$ cat config.mk
export PLATFORM = sky130hd
export DESIGN_NAME = key_event_decoder_flat
export DESIGN_NICKNAME = d
export VERILOG_FILES = /design/src/rtl/key_event_decoder_if.sv /design/src/rtl/key_event_decoder.sv /design/src/flat_wrapper.sv
export SDC_FILE = /design/constraint.sdc
export NUM_CORES = 1
export LEC_CHECK = 0
export BUFFER_PORTS_ARGS = -buffer_cell sky130_fd_sc_hd__buf_2
export CAP_MARGIN = 20
export CORE_MARGIN = 5
export CORE_UTILIZATION = 55
export DETAILED_ROUTE_END_ITERATION = 16
export PLACE_DENSITY = 0.72
export SLEW_MARGIN = 0
export SYNTH_ARGS = -nofsm -noshare
export SYNTH_HDL_FRONTEND = slang
export SYNTH_SLANG_ARGS = --single-unit
export TNS_END_PERCENT = 20
$ cat constraint.sdc
create_clock -name clk -period 2.4 [get_ports clk]
set_input_delay 0.24 -clock clk [delete_from_list [all_inputs] [get_ports clk]]
set_output_delay 0.24 -clock clk [all_outputs]
set_load 0.02 [all_outputs]
$ cat src/rtl/key_event_decoder_if.sv
// Key gesture bus: debounced press pulse and raw key level in, gesture pulses and busy out.
interface key_event_decoder_if;
    logic key_press;
    logic key_in;
    logic single_click;
    logic double_click;
    logic long_press;
    logic busy;

    modport master (
        output key_press, key_in,
        input  single_click, double_click, long_press, busy
    );

    modport slave (
        input  key_press, key_in,
        output single_click, double_click, long_press, busy
    );
endinterface

$ cat src/rtl/key_event_decoder.sv
// Classifies debounced key gestures into single click, double click and long press pulses.
module key_event_decoder #(
    parameter int LONG_TIME  = 20000,
    parameter int DCLICK_WIN = 10000,
    parameter int REL_NUM    = 1000
) (
    input  logic               clk,
    input  logic               rst_n,
    key_event_decoder_if.slave io_key
);

    localparam logic [15:0] LONG_LAST = 16'(LONG_TIME - 1);
    localparam logic [15:0] GAP_LAST  = 16'(DCLICK_WIN - 1);
    localparam logic [15:0] REL_MAX   = 16'(REL_NUM);

    typedef enum logic [2:0] {
        IDLE   = 3'd0,
        PRESS1 = 3'd1,
        LONG   = 3'd2,
        GAP    = 3'd3,
        PRESS2 = 3'd4
    } state_t;

    typedef struct packed {
        logic single;
        logic dbl;
        logic lng;
    } evt_t;

    state_t      r_state;
    state_t      w_next;
    logic [1:0]  r_sync;
    logic [15:0] r_rel_cnt;
    logic [15:0] r_tcnt;
    evt_t        r_evt;
    evt_t        w_evt_nxt;
    logic        r_busy;
    logic        w_key_s;
    logic        w_released;
    logic        w_long_to;
    logic        w_gap_to;

    // Synchronizer idles high so a reset never looks like a held key.
    always_ff @(posedge clk or negedge rst_n) begin
        if (!rst_n) r_sync <= 2'b11;
        else        r_sync <= {r_sync[0], io_key.key_in};
    end

    assign w_key_s = r_sync[1];

    always_ff @(posedge clk or negedge rst_n) begin
        if (!rst_n)                r_rel_cnt <= '0;
        else if (!w_key_s)         r_rel_cnt <= '0;
        else if (r_rel_cnt != REL_MAX) r_rel_cnt <= r_rel_cnt + 16'd1;
    end

    assign w_released = (r_rel_cnt == REL_MAX);
    assign w_long_to  = (r_tcnt == LONG_LAST);
    assign w_gap_to   = (r_tcnt == GAP_LAST);

    always_ff @(posedge clk or negedge rst_n) begin
        if (!rst_n) r_state <= IDLE;
        else        r_state <= w_next;
    end

    // Release beats long timeout; a second press beats gap timeout.
    always_comb begin
        w_next = r_state;
        case (r_state)
            IDLE:    if (io_key.key_press) w_next = PRESS1;
            PRESS1: begin
                if (w_released)     w_next = GAP;
                else if (w_long_to) w_next = LONG;
            end
            LONG:    if (w_released) w_next = IDLE;
            GAP: begin
                if (io_key.key_press) w_next = PRESS2;
                else if (w_gap_to)    w_next = IDLE;
            end
            PRESS2:  if (w_released) w_next = IDLE;
            default: w_next = IDLE;
        endcase
    end

    always_comb begin
        w_evt_nxt        = '0;
        w_evt_nxt.lng    = (r_state == PRESS1) && !w_released && w_long_to;
        w_evt_nxt.dbl    = (r_state == GAP) && io_key.key_press;
        w_evt_nxt.single = (r_state == GAP) && !io_key.key_press && w_gap_to;
    end

    always_ff @(posedge clk or negedge rst_n) begin
        if (!rst_n)                  r_tcnt <= '0;
        else if (w_next != r_state)  r_tcnt <= '0;
        else if (r_state == PRESS1 || r_state == GAP) r_tcnt <= r_tcnt + 16'd1;
        else                         r_tcnt <= '0;
    end

    // Pulses and busy are registered from the next-state decode so they line up with the state change.
    always_ff @(posedge clk or negedge rst_n) begin
        if (!rst_n) begin
            r_evt  <= '0;
            r_busy <= 1'b0;
        end else begin
            r_evt  <= w_evt_nxt;
            r_busy <= (w_next != IDLE);
        end
    end

    assign io_key.single_click = r_evt.single;
    assign io_key.double_click = r_evt.dbl;
    assign io_key.long_press   = r_evt.lng;
    assign io_key.busy         = r_busy;

endmodule
$ cat src/flat_wrapper.sv
// flat-port wrapper written by rule: the top's interface ports become plain ports
module key_event_decoder_flat 
#(
    parameter int LONG_TIME  = 20000,
    parameter int DCLICK_WIN = 10000,
    parameter int REL_NUM    = 1000
)
  (clk, rst_n, io_key_key_press, io_key_key_in, io_key_single_click, io_key_double_click, io_key_long_press, io_key_busy);
  key_event_decoder_if io_key_i ();
  input  logic clk;
  input  logic rst_n;
  input wire logic [$bits(io_key_i.key_press)-1:0] io_key_key_press;
  input wire logic [$bits(io_key_i.key_in)-1:0] io_key_key_in;
  output wire logic [$bits(io_key_i.single_click)-1:0] io_key_single_click;
  output wire logic [$bits(io_key_i.double_click)-1:0] io_key_double_click;
  output wire logic [$bits(io_key_i.long_press)-1:0] io_key_long_press;
  output wire logic [$bits(io_key_i.busy)-1:0] io_key_busy;
  assign io_key_i.key_press = io_key_key_press;
  assign io_key_i.key_in = io_key_key_in;
  assign io_key_single_click = io_key_i.single_click;
  assign io_key_double_click = io_key_i.double_click;
  assign io_key_long_press = io_key_i.long_press;
  assign io_key_busy = io_key_i.busy;
  key_event_decoder #(.LONG_TIME(LONG_TIME), .DCLICK_WIN(DCLICK_WIN), .REL_NUM(REL_NUM)) u_core (.clk(clk), .rst_n(rst_n), .io_key(io_key_i));
endmodule
Word level (Yosys, flattened, before mapping)
Cells that the tools add are included.
Storage, ports and cells
  flip-flop bits (word level): 41
  latch bits: 0
  memory bits (writable): 0
  bits in read-only memories: 0
  input port bits: 4
  output and inout port bits: 4
  word-level logic and storage cells: 42
  memories kept: 0
Operators by class
  add/sub/neg operators: 2
  multiply operators: 0
  divide/modulo/power cells: 0
  magnitude comparators: 0
  equality and inequality tests: 10
  shift operators: 0
  mux-type cells: 11
  bitwise operators: 0
  reductions and logical operators: 11
Operator list (count)
  16-bit 2-to-1 mux: 4
  16-bit by 1-bit adder with 16-bit output (second input constant): 2
  3-bit 2-to-1 mux: 6
  16-bit by 10-bit == test with 1-bit output (second input constant): 1
  16-bit by 14-bit == test with 1-bit output (second input constant): 1
  16-bit by 15-bit == test with 1-bit output (second input constant): 1
  16-bit by 10-bit inequality test with 1-bit output (second input constant): 1
  3-bit one-hot mux with 4 select lines: 1
  3-bit by 2-bit == test with 1-bit output (second input constant): 2
  1-bit logical AND: 5
  3-bit by 1-bit == test with 1-bit output (second input constant): 1
  3-bit == test (second input constant): 1
  3-bit logical NOT: 1
  3-bit inequality test: 1
  3-bit nonzero test: 1
  1-bit logical NOT: 2
  2-bit inequality test (second input constant): 1
  2-bit OR reduction: 1
  1-bit logical OR: 1

Logic depth before layout (Yosys ltp)
  depth after elaboration: 6
  gate-level depth with buffers: 8
  gate-level depth less buffers: 6

Worst setup path after synthesis
OpenSTA, ideal clock, no wires.
  kind: flip-flop to flip-flop
  start: reg u_core.r_rel_cnt[0]
  end: reg u_core.r_busy (netlist: u_core.io_key.busy)
  library setup time: 0.133 ns
  data arrival time: 1.983 ns
  required time: 2.267 ns
  path slack: 0.284 ns
  cell stages (with the launch flop): 8
  buffers on the path: 1
  clock period less this slack: 2.116 ns
  cell sequence: dfrtp_1 inv_1 ha_1 or4b_1 or4_1 buf_6 a221oi_2 o211ai_1
Between the ends
  cells in the longest elaborated chain, start to end: 4
  elaborated cells on any way between the ends: 5
  those cells by class: eq/ne (1); mux (3); reduce/logical (1)
Ends and longest elaborated chain
  start: declaration: line key_event_decoder.sv:33  | logic [15:0] r_rel_cnt;
  start signal: assignment: line key_event_decoder.sv:54  | else if (r_rel_cnt != REL_MAX) r_rel_cnt <= r_rel_cnt + 16'd1;
  16-bit by 10-bit == test with 1-bit output (*): line key_event_decoder.sv:57  | assign w_released = (r_rel_cnt == REL_MAX);
  3-bit 2-to-1 mux, on equally long branches: line key_event_decoder.sv:75, key_event_decoder.sv:80, key_event_decoder.sv:72
  3-bit one-hot mux with 4 select lines (*): line key_event_decoder.sv:69  | case (r_state)
  3-bit nonzero test (*): line key_event_decoder.sv:106  | r_busy <= (w_next != IDLE);
  end signal: assignment: line key_event_decoder.sv:106
  end: declaration: line key_event_decoder.sv:37  | logic r_busy;
Every way passes the cells marked *; elsewhere a longest branch is shown, timed or not.
A chain may end at the register's enable or synchronous reset.

Worst setup path after layout
Same ends and word-level chain as after synthesis.

==> results.md <==
- The flow ran to the end, and the final reports show no timing, DRC or antenna violations.
- Counting flops with a built-in enable in the synthesized netlist gives 0.
- The number of hold violations in the final report is 0.
- The count of nets left with antenna violations once routing finished came out at 0.
- Clock-pin slew was measured on the worst setup and hold paths at 0.08 ns.
- The number of global-route vias before repair is 1,495.
- The largest single stage delay on the critical path is 0.62 ns.
- The beginning of the worst hold path is io_key_key_in.
- In this run the cell area of the synthesized design comes to 2125 sq um.
- Buffers inserted during clock tree synthesis total 5.
- Summed over all instances, the cell type with the most area after synthesis is sky130_fd_sc_hd__dfrtp_1.
- The worst register-to-register path has a setup slack of 0.17 ns.
- The number of H-tree levels is 2.
- STA puts the critical path data required time at 2.56 ns.
- Clock skew on the completed layout was measured at roughly 0.0069 ns.
- The placed instances occupy a cell area of between 2000 and 2500 sq um.
- For this design the static power due to leakage is 1.008 nW.
- The floorplan step defined a core boundary enclosing roughly 3700 sq um.
- The tool flagged a number of max-cap violations equal to 0.
- The total inserted antenna cells is 0.
- In this run the deepest clock path goes through 2 buffers.
- The slowest stage of the critical path belongs to the cell sky130_fd_sc_hd__or4_4.
- The finished layout cell area is between 2000 and 2500 sq um.
- Setup repair after global routing left no endpoint under its margin.
- The initial cell density of the core is roughly 58%.
- After detailed routing, the number of vias per cell comes to about 5.7.
- The most instantiated flip-flop cell in the synthesis netlist is sky130_fd_sc_hd__dfrtp_1.
- The setup-violating endpoint count in the final report is 0.
- The critical path goes through inv_1 -> ha_1 -> or4b_1 -> or4_4 -> a221oi_2 -> o211ai_1.
- The max-slew violation total from the final report is 0.
- The fraction of the cycle the final worst path needs is ~93%.
- For this run the aggregate overflow at the end of global routing stands at 0.
- The critical path class is flop to flop.
- Per report_power, the combinational group accounts for 9.5% of the total.
- The number of search-and-repair iterations in the first detailed-routing pass is 4.
- The worst-case IR drop observed on VDD is 0.3879 mV.
- In the synthesized netlist, the cells that appear most often are sky130_fd_sc_hd__dfrtp_1 (39), sky130_fd_sc_hd__nand2_1 (17), sky130_fd_sc_hd__a21oi_1 (14), sky130_fd_sc_hd__xnor2_1 (14), sky130_fd_sc_hd__and2_1 (11).
- In the synthesized netlist the async set-or-reset flop fraction comes to 100.0%.
- The maximum number of pins on one net before global-route repair is 42.
- The origin of the critical flop-to-flop path is u_core.r_rel_cnt[0].
- A synthesized cell averages about 10 sq um.
- The number of hold buffers added after CTS was 0.
- After detailed routing, the number of remaining DRC violations is 0.
- The clock latency on the worst-skew pair is 0.30 ns.
- For the pin with the worst max-slew slack, the measured transition is 0.9028 ns.
- For this block, the routed nets add up to about 3.9 mm of wire.
- Port buffering added 7 buffers.
- The clock net sink count is approximately 40.
- For this design the top-level I/O count stands at 8.
- STA classifies the critical path endpoint as a flop.
- The sum of buffers and inverters on the critical path is 1.
- The switching part of the total is 24.89%.
- The number of distinct library cell variants in the gate-level netlist after synthesis is 43.
- The worst pin sits at a relative slew slack of 39.82%.
- The proportion of power drawn by the clock network is 37.8%.
- Synthesis inferred 41 register bits.
- In this run, post-CTS repair resized a total of 0 instances.
- After the first detailed-routing iteration, the DRC count stood at between 100 and 150.
- The number of standard-cell rows in the floorplan is 22.
- The portion of synthesized cell area occupied by the leading cell type is 45.94%.
- Synthesis handed over a netlist of approximately 210 instances.
- The yosys synthesis warning count is 0.
- After the last flow step, the layout net total stands at 224.
- The endpoint of the worst hold-timing path is u_core.r_sync[0].
- After legalization and detailed placement, the total HPWL measured 2.660 mm.
- The internal power of the cells totals 1.144 mW.
- In this run the most used layer during global routing was met2.
- The type of element launching the critical path is a flop.
- The share of cells above drive strength 1 is approximately a tenth.
- Post-CTS timing repair inserted 0 buffers for setup.
- The routed via count is between 1,500 and 2,000.
- The die span in y is 72.15 um.
- Global routing used approximately 17% of the available tracks across all layers.
- The fmax is between 400 and 500 MHz.
- The first global-routing pass estimated 6.782 mm of wire.
- Summed over all nets, the switching power comes to 0.3792 mW.
- Global routing consumed, on the met1 layer, 22.57% of the routing resources.
- The worst reg-to-reg path cell count is 6.
- The clock period could shrink to 2.232 ns.
- Yosys attributes the largest share of cell area to sky130_fd_sc_hd__dfrtp_1 (46%), sky130_fd_sc_hd__xnor2_1 (5.8%), sky130_fd_sc_hd__a21oi_1 (3.3%), sky130_fd_sc_hd__xor2_1 (3.3%), sky130_fd_sc_hd__and2_1 (3.2%).
- Power spread over the standard cell area amounts to 661.0 nW/um^2.
- The fraction of met3 tracks used by global routing is 3.878%.
- The worst reg2reg path endpoint is u_core.io_key.busy.
- At the end of routability-driven placement, the weighted congestion stood at 0.7999.
- The family with the most delay on the worst path is simple AND/OR/NAND/NOR gates.
- The met2 track demand over resource in global routing is about a quarter.
- By instance count, the leading cell after synthesis is sky130_fd_sc_hd__dfrtp_1.
- The sequential share of power is 52.7%.
- The TritonCTS clock tree is yes.
- The post-synth net total is 216.
- The sequential fraction of the synthesis area is 48.41%.
- The largest driver fanout on the critical path is 10.
- The sum of negative setup slack is 0 ns.
- The layout-stage area growth over the synthesis result is 8.481%.
- In this run the clock root is driven by a sky130_fd_sc_hd__clkbuf_8.
- In this run the horizontal extent of the chip is 72.15 um.
- The number of antenna violations at the first check in global routing is 0.
- The class of the tightest hold or removal check is input port to flop.
- The worst hold path depth is 1.
- Dividing the detail-routed wire length by the instance count gives 14.57 um.
- The floorplan step defined a die boundary enclosing 5206 sq um.
- For the worst setup path, the data arrival time is 2.40 ns.
power by group through the flow:
stage	clock network [mW]	logic (mW)	registers [mW]
3_3_place_gp	0	0.138	0.811
3_5_place_dp	0	0.148	0.814
4_1_cts	0.591	0.149	0.801
2_1_floorplan	0	0.126	0.788
5_1_grt	0.619	0.163	0.813
6_report	0.576	0.145	0.803
worst max-delay path by stage:
stage | start | end | slack, ns | cells past startpoint
global placement | u_core.r_rel_cnt[0] | u_core.io_key.busy | 0.12 | 6
finish | u_core.r_rel_cnt[0] | u_core.io_key.busy | 0.17 | 6
detailed placement | u_core.r_rel_cnt[0] | u_core.io_key.busy | 0.01 | 6
CTS | u_core.r_rel_cnt[0] | u_core.io_key.busy | 0.005 | 6
global route | u_core.r_rel_cnt[0] | u_core.io_key.busy | 0.05 | 6
floorplan | u_core.r_rel_cnt[0] | u_core.io_key.busy | 0.28 | 7
final cells by class:
| class | count | area [sq um] |
|---|---|---|
| fill | 309 | 1384 |
| multi-input combinational | 154 | 1031 |
| sequential | 41 | 1028 |
| clock buffer | 7 | 86.33 |
| tap | 48 | 60.06 |
| timing repair buffer | 8 | 42.54 |
| clock inverter | 1 | 30.03 |
| inverter | 7 | 26.28 |
registers in the layout, indices dropped and copies added, names as in the netlist:
register,count
u_core.io_key.double_click,1
u_core.r_state,3
u_core.io_key.single_click,1
u_core.r_tcnt,16
u_core.r_rel_cnt,16
u_core.r_sync,2
u_core.io_key.long_press,1
u_core.io_key.busy,1
metal layers:
layer	vias up	routed length [um]
met1	735	1793
met5	-	0
met4	0	87
met3	8	193
li1	751	-
met2	29	1800
cells by family (layout without fill, tap and decap cells):
logic type      count (synthesis)  count (layout)  synth area share [%]
flops                          41              41                 48.41
simple gates                   98              98                 27.39
compound gates                 27              27                 8.245
buf+inv                        14              23                 3.239
xor+xnor                       22              22                 9.070
fa+ha+maj                       3               3                 1.767
mux                             4               4                 1.885
cell usage in the layout, fill, tap and decap left out, drive strengths merged, types with 9 or more instances in the layout:
master	n
a21oi	14
and2	11
dfrtp	39
nand2	17
nand3	10
nor4	9
xnor2	14
metrics by stage:
step	utilization, %	power, mW	hold WS, ns	instances	setup slack (ns)
final	62.48	1.523	0.03864	266	0.1676
after global routing	62.48	1.595	0.02544	266	0.04680
after CTS	62.38	1.541	0.02807	266	0.005272
after detailed placement	59.23	0.9611	0.3467	258	0.01258
after global placement	59.23	0.9486	0.3457	258	0.1242
after floorplan	-	0.9136	-0.05559	209	0.2842
Power figures use the tool's default switching activity.
